[src/rtl/dotp_pkg.sv]
// ----------------------------------------------------------------------------
// dotp_pkg
// Shared definitions for the dot-product controller slice.
//  - Default widths and limits used as parameter defaults by the modules.
//  - dotp_state_t: controller state encoding
//    (LOAD -> FLUSH -> KICK -> ACCUM -> RESULT).
//  - acc_width(): accumulator width that cannot overflow for a full job.
// No ports (package).
// ----------------------------------------------------------------------------
package dotp_pkg;

   localparam int DEFAULT_DATA_WIDTH     = 8;
   localparam int DEFAULT_VECTOR_WIDTH   = 4;
   localparam int DEFAULT_ADDR_WIDTH     = 5;
   localparam int DEFAULT_TIMEOUT_CYCLES = 64;

   typedef enum logic [2:0] {
      ST_LOAD   = 3'd0,
      ST_FLUSH  = 3'd1,
      ST_KICK   = 3'd2,
      ST_ACCUM  = 3'd3,
      ST_RESULT = 3'd4
   } dotp_state_t;

   // Each product needs 2*data_width bits, and summing vector_width of them
   // needs clog2(vector_width) extra bits of headroom.
   function automatic int acc_width(input int data_width, input int vector_width);
      return 2 * data_width + $clog2(vector_width);
   endfunction

endpackage

[src/rtl/dotp_mac.sv]
// ----------------------------------------------------------------------------
// dotp_mac
// Multiply-accumulate register: acc <= acc + a*b when enabled.
// Ports:
//  clk     in   clock, rising edge
//  rst     in   synchronous active-high reset, clears acc
//  clear   in   synchronous clear of acc (has priority over enable)
//  enable  in   add a*b to acc this cycle
//  a, b    in   DATA_WIDTH unsigned operands
//  acc     out  ACC_WIDTH accumulator
// ----------------------------------------------------------------------------
module dotp_mac
   import dotp_pkg::*;
#(
   parameter int DATA_WIDTH = DEFAULT_DATA_WIDTH,
   parameter int ACC_WIDTH  = acc_width(DEFAULT_DATA_WIDTH, DEFAULT_VECTOR_WIDTH)
)(
   input  logic                  clk,
   input  logic                  rst,
   input  logic                  clear,
   input  logic                  enable,
   input  logic [DATA_WIDTH-1:0] a,
   input  logic [DATA_WIDTH-1:0] b,
   output logic [ACC_WIDTH-1:0]  acc
);

   logic [2*DATA_WIDTH-1:0] product;

   // Full-width unsigned product; operands are widened explicitly so the
   // multiply is evaluated at 2*DATA_WIDTH bits.
   assign product = {{DATA_WIDTH{1'b0}}, a} * {{DATA_WIDTH{1'b0}}, b};

   // The cast zero-extends the product when the accumulator is wider, and
   // truncates it (giving modulo-2^ACC_WIDTH wrap) when it is narrower.
   always_ff @(posedge clk) begin
      if (rst || clear) begin
         acc <= '0;
      end else if (enable) begin
         acc <= acc + ACC_WIDTH'(product);
      end
   end

endmodule

[src/rtl/dot_product_controller.sv]
// ----------------------------------------------------------------------------
// dot_product_controller
// Sequences one dot-product job through input_memory_wrapper: loads
// VECTOR_WIDTH (a,b) pairs into addresses 0..VECTOR_WIDTH-1, kicks the
// wrapper's reader, accumulates a*b per data_valid beat and presents the sum
// on a valid/ready result port. One job in flight at a time.
//
// Optional feature macro: DOTP_TIMEOUT_EN
//  When defined, a watchdog aborts ACCUM after TIMEOUT_CYCLES cycles without
//  reading_done, sets the sticky error flag and returns to LOAD.
//  When undefined, ACCUM waits indefinitely and error is tied to 0.
//
// Ports:
//  clk, rst                      clock / synchronous active-high reset
//  in_valid, in_ready            upstream element-pair handshake
//  in_a, in_b                    element pair
//  write_en, write_addr,
//  data_a, data_b                write port toward the wrapper
//  start_reading                 one-cycle read kick toward the wrapper
//  reading_done, data_valid,
//  mem1_output, mem2_output      read stream from the wrapper
//  element_count                 wrapper status, informational only
//  out_valid, out_ready,
//  out_result                    result handshake and dot product
//  busy                          high whenever not in LOAD
//  error                         sticky watchdog flag
// ----------------------------------------------------------------------------
module dot_product_controller
   import dotp_pkg::*;
#(
   parameter int DATA_WIDTH     = DEFAULT_DATA_WIDTH,
   parameter int VECTOR_WIDTH   = DEFAULT_VECTOR_WIDTH,
   parameter int ADDR_WIDTH     = DEFAULT_ADDR_WIDTH,
   parameter int ACC_WIDTH      = acc_width(DATA_WIDTH, VECTOR_WIDTH),
   parameter int TIMEOUT_CYCLES = DEFAULT_TIMEOUT_CYCLES
)(
   input  logic                  clk,
   input  logic                  rst,
   input  logic                  in_valid,
   output logic                  in_ready,
   input  logic [DATA_WIDTH-1:0] in_a,
   input  logic [DATA_WIDTH-1:0] in_b,
   output logic                  write_en,
   output logic [ADDR_WIDTH-1:0] write_addr,
   output logic [DATA_WIDTH-1:0] data_a,
   output logic [DATA_WIDTH-1:0] data_b,
   output logic                  start_reading,
   input  logic                  reading_done,
   input  logic [DATA_WIDTH-1:0] mem1_output,
   input  logic [DATA_WIDTH-1:0] mem2_output,
   input  logic                  data_valid,
   input  logic [2:0]            element_count,
   output logic                  out_valid,
   input  logic                  out_ready,
   output logic [ACC_WIDTH-1:0]  out_result,
   output logic                  busy,
   output logic                  error
);

   localparam logic [ADDR_WIDTH-1:0] LAST_IDX = ADDR_WIDTH'(VECTOR_WIDTH - 1);

   dotp_state_t           state;
   logic [ADDR_WIDTH-1:0] idx;
   logic                  handshake;
   logic                  mac_clear;
   logic                  mac_enable;
   logic [ACC_WIDTH-1:0]  acc;

   // element_count is status from the wrapper that the sequencing never needs.
   logic unused_inputs;
   assign unused_inputs = ^element_count;

   // in_ready is registered and only ever high in LOAD, so it alone gates
   // acceptance of a pair.
   assign handshake = in_valid && in_ready;

   // The accumulator is cleared in KICK and only listens to the read stream
   // in ACCUM, so stray data_valid beats in other states are ignored.
   assign mac_clear  = (state == ST_KICK);
   assign mac_enable = (state == ST_ACCUM) && data_valid;

   dotp_mac #(
      .DATA_WIDTH (DATA_WIDTH),
      .ACC_WIDTH  (ACC_WIDTH)
   ) u_mac (
      .clk    (clk),
      .rst    (rst),
      .clear  (mac_clear),
      .enable (mac_enable),
      .a      (mem1_output),
      .b      (mem2_output),
      .acc    (acc)
   );

   // The accumulator does not move in RESULT, so it can drive the result
   // port directly and stays stable while out_ready is low.
   assign out_result = acc;

`ifdef DOTP_TIMEOUT_EN
   localparam int TIMER_WIDTH = $clog2(TIMEOUT_CYCLES + 1);

   logic [TIMER_WIDTH-1:0] timer;
   logic                   timeout_hit;

   // The timer holds the number of ACCUM cycles already completed, so this
   // fires on the TIMEOUT_CYCLES-th ACCUM cycle.
   assign timeout_hit = (timer == TIMER_WIDTH'(TIMEOUT_CYCLES - 1));
`else
   logic unused_timeout_param;
   assign unused_timeout_param = (TIMEOUT_CYCLES > 0);
   assign error = 1'b0;
`endif

   // Main sequencer. All handshake and strobe outputs are registered: each
   // is set on the edge that enters the state where it must be visible, so
   // e.g. the last write lands on the bus during FLUSH and start_reading is
   // high only during KICK, never together with write_en.
   always_ff @(posedge clk) begin
      if (rst) begin
         state         <= ST_LOAD;
         idx           <= '0;
         in_ready      <= 1'b1;
         busy          <= 1'b0;
         write_en      <= 1'b0;
         write_addr    <= '0;
         data_a        <= '0;
         data_b        <= '0;
         start_reading <= 1'b0;
         out_valid     <= 1'b0;
`ifdef DOTP_TIMEOUT_EN
         timer         <= '0;
         error         <= 1'b0;
`endif
      end else begin
         write_en      <= 1'b0;
         start_reading <= 1'b0;

         case (state)
            ST_LOAD: begin
               if (handshake) begin
                  write_en   <= 1'b1;
                  write_addr <= idx;
                  data_a     <= in_a;
                  data_b     <= in_b;
                  idx        <= idx + ADDR_WIDTH'(1);
                  if (idx == LAST_IDX) begin
                     state    <= ST_FLUSH;
                     in_ready <= 1'b0;
                     busy     <= 1'b1;
                  end
               end
            end

            ST_FLUSH: begin
               state         <= ST_KICK;
               start_reading <= 1'b1;
            end

            ST_KICK: begin
               state <= ST_ACCUM;
`ifdef DOTP_TIMEOUT_EN
               timer <= '0;
`endif
            end

            ST_ACCUM: begin
               if (reading_done) begin
                  state     <= ST_RESULT;
                  out_valid <= 1'b1;
               end
`ifdef DOTP_TIMEOUT_EN
               else if (timeout_hit) begin
                  state    <= ST_LOAD;
                  error    <= 1'b1;
                  idx      <= '0;
                  in_ready <= 1'b1;
                  busy     <= 1'b0;
               end else begin
                  timer <= timer + TIMER_WIDTH'(1);
               end
`endif
            end

            ST_RESULT: begin
               if (out_ready) begin
                  state     <= ST_LOAD;
                  out_valid <= 1'b0;
                  idx       <= '0;
                  in_ready  <= 1'b1;
                  busy      <= 1'b0;
               end
            end

            default: begin
               state     <= ST_LOAD;
               idx       <= '0;
               in_ready  <= 1'b1;
               busy      <= 1'b0;
               out_valid <= 1'b0;
            end
         endcase
      end
   end

endmodule

[config.mk]
export PLATFORM = sky130hd
export DESIGN_NAME = dot_product_controller
export DESIGN_NICKNAME = d
export VERILOG_FILES = /design/src/rtl/dotp_pkg.sv /design/src/rtl/dotp_mac.sv /design/src/rtl/dot_product_controller.sv
export SDC_FILE = /design/constraint.sdc
export NUM_CORES = 1
export LEC_CHECK = 0
export CORE_MARGIN = 5
export CORE_UTILIZATION = 40
export CTS_CLUSTER_SIZE = 25
export DETAILED_ROUTE_END_ITERATION = 7
export MAX_ROUTING_LAYER = met4
export PLACE_DENSITY_LB_ADDON = 0.3
export SLEW_MARGIN = 20
export SYNTH_ARGS = -nofsm -noshare
export SYNTH_HDL_FRONTEND = slang
export SYNTH_HIERARCHICAL = 1
export SYNTH_SLANG_ARGS = --single-unit
[constraint.sdc]
create_clock -name clk -period 4.65 [get_ports clk]
set_input_delay 0.465 -clock clk [delete_from_list [all_inputs] [get_ports clk]]
set_output_delay 0.465 -clock clk [all_outputs]
set_load 0.01 [all_outputs]
After elaboration in Yosys (flattened, before gate mapping) --
Cells that the tools add are included.
Word-level totals: output and inout bits 45, word-level logic and storage cells 58, register bits 52, latch bits 0, memory bits (read-only) 0, bits of input ports 41, RAM bits 0, memories kept 0
Operators by class: multiply operators 1, multiplexer cells 20, eq/ne operators 9, div/mod/pow operators 0, shifts and indexed selects 0, bitwise operators 3, add/subtract/negate cells 2, reduce and logical (&&, ||, !) cells 12, order comparisons 0
Operator list (number):
- adder 18 x 16 -> 18 bit | 1
- multiplier 8 x 8 -> 16 bit | 1
- one-hot mux 3 bit (5 select lines) | 1
- one-hot mux 5 bit (3 select lines) | 1
- two-way mux 3 bit | 4
- two-way mux 5 bit | 2
- two-way mux 1 bit | 9
- one-hot mux 1 bit (3 select lines) | 3
- inequality test 2 bit (second input constant) | 4
- AND reduction 4 bit | 2
- == test 3 x 2 -> 1 bit (second input constant) | 2
- AND reduction 3 bit | 2
- OR reduction 3 bit | 2
- adder 5 x 1 -> 5 bit (second input constant) | 1
- == test 5 x 2 -> 1 bit (second input constant) | 1
- == test 3 x 1 -> 1 bit (second input constant) | 1
- == test 3 bit (second input constant) | 1
- logical NOT 3 bit | 1
- NOT 1 bit | 3
- logical AND 1 bit | 2
- AND reduction 2 bit | 1
- OR reduction 2 bit | 1
- logical OR 1 bit | 1

Logic depth before layout (Yosys ltp) --
Gate-level depths: netlist of the first run.
depth after elaboration 4, mapped depth 19, mapped depth without buffers 17

Modules after synthesis --
Netlist of the first run, hierarchy kept.
By module, submodules not included:
- dotp_mac | instances 1, area an instance 3334.4 µm², seq. area each 360.3 µm², cells an instance 391
- dot_product_controller | instances 1, area an instance 1476.4 µm², seq. area each 680.7 µm², cells an instance 170

Worst setup path after synthesis of the first run --
Ideal clock, no wire load.
kind input to register, from input port mem1_output[5], to register u_mac.acc[13], library setup time 0.074 ns, data arrival time 4.451 ns, path slack 0.124 ns, stages 17, buffers on the path 1, path through clkbuf_1 nand2_1 fa_1 inv_1 fa_1 fa_1 inv_1 fa_1 inv_1 ha_1 a21oi_1 nand2_1 o21ai_0 nand2b_1 a32oi_1 mux2_2 o21ai_0
On the way: longest elaborated chain between the ends 2
Ends and longest elaborated chain:
- from (decl) | RTL line dot_product_controller.sv:49 | input logic [DATA_WIDTH-1:0] mem1_output,
- multiplier 8 x 8 -> 16 bit | RTL line dotp_mac.sv:31 | assign product = {{DATA_WIDTH{1'b0}}, a} * {{DATA_WIDTH{1'b0}}, b};
- adder 18 x 16 -> 18 bit | RTL line dotp_mac.sv:39 | acc <= acc + ACC_WIDTH'(product);
- to (signal assigned) | RTL line dotp_mac.sv:39
- to (decl) | RTL line dotp_mac.sv:24 | output logic [ACC_WIDTH-1:0] acc
No other way between the ends. A chain may end at the register's enable or synchronous reset.

Worst setup path after layout of the first run --
from input port mem1_output[1], to register u_mac.acc[17]
The elaborated chain is that of the path after synthesis.

==> results of run 1 <==
[per-layer routing]
metal | up-vias | wire (um) | part of all wire, % | GRT usage [%]
met5 | - | 0 | 0 | -
met4 | 0 | 140 | 1.2 | 4.08
met3 | 14 | 431 | 3.6 | 2.40
met2 | 82 | 5760 | 48 | 28.4
met1 | 2018 | 5550 | 47 | 22.6
li1 | 2059 | - | - | -
[final timing paths]
path	start	to	slack (ns)	cells past startpoint
worst max-delay path	mem1_output[1]	u_mac/acc[17]	0.19	18
worst min-delay path	busy	busy	0.46	2
worst max register to register	u_mac/acc[6]	u_mac/acc[17]	0.39	17
worst min register to register	busy	busy	0.46	2
[sequential cells by signal, indices dropped and copies added, names as in the netlist]
register       flops
busy               1
data_a             8
data_b             8
idx                5
in_ready           1
out_valid          1
start_reading      1
state              3
u_mac/acc         18
write_addr         5
write_en           1
[layout make-up]
type	count	area [um2]
clock buffer	5	125
clock inverter	3	26.3
fill	1109	5660
inverter	94	353
multi-input combinational	387	3340
sequential	52	1040
tap	147	184
timing repair buffer	133	1190
[power breakdown]
group | internal [mW] | switching [mW]
Sequential | 0.459 | 0.00923
Clock | 0.205 | 0.176
Combinational | 0.571 | 0.571
Total | 1.24 | 0.757
[cell families after synthesis]
kind of cell | synth area share, %
multiplexers | 3.20
AO/OA/AOI/OAI | 12.8
AND/OR/NAND/NOR | 18.8
buffers and inverters | 10.8
flip-flops | 21.6
XOR/XNOR | 1.27
other | 0.0779
adder cells (fa/ha/maj) | 31.5
[cell usage in the layout, fill, tap and decap left out, types with 3 or more instances in the layout]
| cell type | count |
|---|---|
| a21o_1 | 4 |
| a21oi_1 | 33 |
| a21oi_2 | 3 |
| a31oi_1 | 5 |
| and2_1 | 31 |
| and3_1 | 5 |
| buf_4 | 52 |
| clkbuf_16 | 5 |
| clkdlybuf4s15_1 | 5 |
| clkdlybuf4s50_1 | 65 |
| dfxtp_1 | 52 |
| dlygate4sd2_1 | 7 |
| fa_1 | 49 |
| ha_1 | 36 |
| ha_4 | 3 |
| inv_1 | 94 |
| mux2i_1 | 12 |
| nand2_1 | 43 |
| nand3_1 | 33 |
| nand4_1 | 3 |
| nor2_1 | 21 |
| nor2b_1 | 5 |
| nor3_1 | 6 |
| nor3b_1 | 3 |
| o211ai_1 | 3 |
| o21ai_0 | 25 |
| o21ai_1 | 4 |
| xnor2_1 | 4 |
| xor2_1 | 3 |
[worst min-delay path, stage by stage (launching register included)]
cell and delay (ns):
dfxtp_1 0.31, inv_1 0.05, a21oi_1 0.05
[repair_timing]
item                                    CTS  global route
gates resized for setup                  25            22
endpoints found under the setup margin    8             8
setup buffers                             0             1
pin swaps                                 4            10
==> summary.md, run 1 <==
| Metric | Value |
|---|---|
| Leakage | `2.88 nW` |
| CTS sink cnt | `52` |
| Antenna violations before repair | `0` |
| Die area | `14,300 um2` |
| Worst EP arrival | `4.65 ns` |
| Routed len/inst | `14.5 um` |
| Most instantiated cells after synthesis | `inv_1 (94), dfxtp_1 (52), fa_1 (50)` |
| Cells after synthesis | `561` |
| CP delay by family, top | `adder cells` |
| Slack of the critical path | `0.185 ns` |
| Synth top area cells | `dfxtp_1 (22%), fa_1 (21%), ha_1 (11%)` |
| Status | `finished, final reports clean` |
| Clock Skews | `0.0117 ns` |
| Final Hold Vio Count | `0` |
| Via Count | `4,173` |
| Startpoint class of the critical path | `primary input` |
| Pwr per Cell Area | `318 nW/um2` |
| Starting Density | `40.4%` |
| Pwr Total | `1.99 mW` |
| Fmax | `224 MHz` |
| Total track usage | `17.2%` |
| Minimum clock period | `4.46 ns` |
| Die Width | `120 um` |
| Crit path cell chain | `dlygate4sd2_1 > buf_4 > and2_1 > fa_2 > fa_1 > inv_1 > fa_1 > fa_1 > inv_1 > ha_4 > nand3_1 > nor2_2 > buf_4 > o2111ai_1 > nand3_1 > xor2_1 > a21oi_1 > a31o_2` |
| Fin Setup TNS | `0 ns` |
| Post-synth top area cell | `dfxtp_1` |
| Vias in the first global route | `4,277` |
| Drt pass-1 iters | `4` |
| Fin util | `52.5%` |
| Cell Count Post-Placement | `812` |
| Syn nets | `693` |
| Area growth syn-to-layout | `30.0%` |
| Seq/Total Area, Yosys | `21.6%` |
| GP Congestion | `0.847` |
| Relative slew slack | `30.8%` |
| Largest net degree at the start of global routing | `41` |
| Hpwl dp | `9400 um` |
| Cts bufs inserted | `5` |
| Ports | `86` |
| Maxcap violations | `0` |
| GRT overflow | `0` |
| Worst path max stage delay | `0.57 ns` |
| Crit-path most repeated cell | `fa_1` |
| Crit path capture type | `flop` |
| Initial drt markers | `240` |
| ANT cells | `0` |
| DP Area | `6020 um2` |
| Fin cells | `821` |
| Final Setup Violations | `0` |
| Clk slew on worst S/H paths | `0.07 ns` |
| Largest fanout on the critical path | `6` |
| Hold slack | `0.458 ns` |
| Port bufs | `81` |
| Slew @ Worst Pin | `1.04 ns` |
| WS Path Type | `in -> reg` |
| Maximum clock insertion buffer count | `2` |
| CTS hold repair buffers | `0` |
| Row count | `40` |
| Most common cell in the netlist | `inv_1` |
| Vias/cell | `5.08` |
| Htree depth | `2` |
| Max VDD drop | `0.186 mV` |
| Yosys reg bits | `52` |
| Finished Cell Area | `6260 um2` |
| CTS tree | `built` |
| Detail Route Antenna Nets | `0` |
| # DRC | `0` |
| Yosys cell types | `60` |
| YS warnings | `6` |
| Slew Viols, Final | `0` |
| # nets final | `805` |
| CTS root buf | `clkbuf_16` |
| Syn Area/Cell | `8.58 um2` |
| Ys flop type | `dfxtp_1` |
| Period Utilization, post-route | `96.0%` |
| Synth top area share | `21.6%` |
| Clock Latency Late Sink | `0.30 ns` |
| Ys async rst share | `0%` |
| Layout cells sized above 1 | `13.5%` |
| Number of flops mapped to enable cells by yosys | `0` |
| Final WL | `11,900 um` |
| HP Class | `reg -> reg` |
| WP data required | `4.84 ns` |
| Vert. Die Dim | `120 um` |
| Setup WS pre-CTS | `-0.537 ns` |
| Slowest-stage cell, CP | `fa_1` |
| First-pass GRT wire length | `20,100 um` |
| Cell area after synthesis | `4810 um2` |
| Buf/Inv on CP | `5` |
| CORE AREA | `11,900 um2` |
(Power assumes the default switching activity.)
==> inputs of run 2 (changes only) <==
--- a/config.mk
+++ b/config.mk
@@ -5,9 +5,9 @@
 export SDC_FILE = /design/constraint.sdc
 export NUM_CORES = 1
 export LEC_CHECK = 0
+export ABC_AREA = 0
 export CORE_MARGIN = 5
 export CORE_UTILIZATION = 40
-export CTS_CLUSTER_SIZE = 25
 export DETAILED_ROUTE_END_ITERATION = 7
 export MAX_ROUTING_LAYER = met4
 export PLACE_DENSITY_LB_ADDON = 0.3
==> results of run 2 <==
No change in the layout: final DEF, timing and power equal those of run 1.
==> inputs of run 3 (changes only) <==
--- a/config.mk
+++ b/config.mk
@@ -10,7 +10,7 @@
 export CORE_UTILIZATION = 40
 export DETAILED_ROUTE_END_ITERATION = 7
 export MAX_ROUTING_LAYER = met4
-export PLACE_DENSITY_LB_ADDON = 0.3
+export PLACE_DENSITY = 0.7
 export SLEW_MARGIN = 20
 export SYNTH_ARGS = -nofsm -noshare
 export SYNTH_HDL_FRONTEND = slang
==> run 3 against run 2 <==
Compared with the run above:
- first-iteration DRC count decreased by 12%
- power is 0.61% lower
- clock power grew 3%
- global-route usage rose by 0.72 points
- die area stayed put
- sequential power is essentially flat
- highest routed layer unchanged
- clock skew shrank 0.0033 ns
- utilization is 0.19 points lower
- flip-flop and latch count unchanged
==> summary.md, run 3 (synthesis results as in run 1) <==
| Metric | Value |
|---|---|
| Pwr per Cell Area | `318 nW/um2` |
| Area growth syn-to-layout | `29.6%` |
| Slowest-stage cell, CP | `fa_1` |
| Drt pass-1 iters | `4` |
| Multi-input logic area | `3310 um2` |
| Fin util | `52.3%` |
| Met3 Usage GRT | `2.83%` |
| Hpwl dp | `9610 um` |
| Via Count | `4,160` |
| Reg2reg end | `u_mac/acc[14]` |
| Gr busiest metal | `met2` |
| Hold endpoint | `busy` |
| Commonest non-fill, non-tap cell in the layout | `inv_1` |
| Row count | `40` |
| Crit path capture type | `flop` |
| Htree depth | `2` |
| CP delay by family, top | `adder cells` |
| Initial drt markers | `211` |
| Hold slack | `0.450 ns` |
| Final Hold Vio Count | `0` |
| Clock Skews | `0.00840 ns` |
| Slew @ Worst Pin | `0.855 ns` |
| HP Class | `reg -> reg` |
| Crit path cell chain | `dlygate4sd2_1 > buf_4 > and2_1 > fa_1 > fa_1 > inv_1 > fa_1 > fa_1 > inv_1 > ha_1 > o21ai_1 > o21bai_1 > a211o_2 > nand4_1 > mux2_2 > o21ai_1` |
| GP Congestion | `0.839` |
| Startpoint class of the critical path | `primary input` |
| Antenna violations before repair | `0` |
| Clock Latency Late Sink | `0.29 ns` |
| Leakage | `2.91 nW` |
| Grt met1 use | `22.8%` |
| Cts bufs inserted | `5` |
| Routed len/inst | `14.7 um` |
| # fillers | `1,121` |
| Relative slew slack | `42.7%` |
| Hold path start | `busy` |
| Layout cells sized above 1 | `12.3%` |
| CORE AREA | `11,900 um2` |
| # nets final | `804` |
| Max VDD drop | `0.200 mV` |
| Reg area | `1040 um2` |
| Die area | `14,300 um2` |
| CTS sink cnt | `52` |
| Total track usage | `17.9%` |
| Number of flip-flops in the largest register | `18` |
| GRT overflow | `0` |
| # DRC | `0` |
| Most flop-heavy register | `u_mac/acc` |
| R2r startpoint | `u_mac/acc[6]` |
| Fin Setup TNS | `0 ns` |
| Period Utilization, post-route | `96.6%` |
| M2 GR Usage | `30.5%` |
| Ports | `86` |
| R2r worst-path depth | `15` |
| CTS tree | `built` |
| Hold Path Cell Cnt | `2` |
| Crit-path most repeated cell | `fa_1` |
| Maxcap violations | `0` |
| Buf/Inv on CP | `4` |
| Pwr Total | `1.98 mW` |
| Vert. Die Dim | `120 um` |
| Status | `finished, final reports clean` |
| Final Setup Violations | `0` |
| ANT cells | `0` |
| Vias in the first global route | `4,446` |
| CTS root buf | `clkbuf_16` |
| Largest fanout on the critical path | `6` |
| Vias/cell | `5.07` |
| Die Width | `120 um` |
| Biggest regs | `u_mac/acc x18, data_a x8, data_b x8` |
| Port bufs | `81` |
| Clk slew on worst S/H paths | `0.08 ns` |
| Setup Fix Bufs, Post-CTS | `0` |
| Starting Density | `40.4%` |
| Fmax | `223 MHz` |
| Final WL | `12,000 um` |
| Maximum clock insertion buffer count | `2` |
| Most frequent cells in the layout | `inv_1 (94), clkdlybuf4s50_1 (65), dfxtp_1 (51), buf_4 (51), fa_1 (49)` |
| Detail Route Antenna Nets | `0` |
| Worst EP arrival | `4.71 ns` |
| Minimum clock period | `4.49 ns` |
| Worst path max stage delay | `0.55 ns` |
| Largest net degree at the start of global routing | `41` |
| First-pass GRT wire length | `21,000 um` |
| WS Path Type | `in -> reg` |
| Slew Viols, Final | `0` |
| WP data required | `4.87 ns` |
| Reg2reg setup slack | `0.38 ns` |
run 3: cell types whose count changed in the layout (fill, tap and decap cells not counted), moves of 2 or more:
| cell | before | now |
|---|---|---|
| clkdlybuf4s15_1 | 5 | 1 |
| nor2_1 | 21 | 23 |
| ha_1 | 36 | 38 |
| dlymetal6s2s_1 | 2 | 6 |
| nor2_2 | 2 | 0 |
run 3: power breakdown:
group	switching, mW	internal (mW)
combinational	0.552	0.567
clock	0.184	0.208
sequential	0.00910	0.459
run 3: how the worst max path moves through the flow:
stage,from,end,slack (ns),cells after the start
floorplan,mem1_output[5],u_mac/acc[13],0.12,17
global placement,mem1_output[1],u_mac/acc[13],-0.42,16
detailed placement,mem1_output[2],u_mac/acc[13],-0.55,16
CTS,mem2_output[2],u_mac/acc[14],0.003,16
global route,mem1_output[1],u_mac/acc[13],-0.007,17
finish,mem1_output[1],u_mac/acc[14],0.16,16
run 3: timing repair:
item | 4_1_cts | 5_1_grt
hold endpoints to repair | 0 | 0
pin swaps | 3 | 6
hold buffers | 0 | 0
gates resized for setup | 19 | 15
endpoints found under the setup margin | 8 | 9
run 3: tightest hold or removal path: cells and delay by family, from the launching register on:
kind / cells / cell delay (ns)
buffers and inverters: 1 / 0.04
DFF: 1 / 0.31
AOI/OAI and AO/OA: 1 / 0.05
run 3: per-layer routing:
layer	vias to the layer above	share of wire, %
met5	-	0
met4	0	1.2
met3	12	4.8
met2	96	49
met1	1989	45
li1	2063	-
run 3: area by class of cell:
| class | count | share of cell area [%] |
|---|---|---|
| clock inverter | 3 | 0.462 |
| multi-input combinational | 387 | 53.1 |
| tap | 147 | 2.95 |
| sequential | 52 | 16.7 |
| timing repair buffer | 132 | 19.1 |
| clock buffer | 5 | 2.01 |
| inverter | 94 | 5.66 |
run 3: per-stage QoR:
stage	cells	instance area [um2]	setup WS, ns
global placement	812	6020	-0.424
global route	820	6230	-0.00699
CTS	820	6210	0.00253
finish	820	6230	0.158
detailed placement	812	6020	-0.551
floorplan	561	4810	0.124
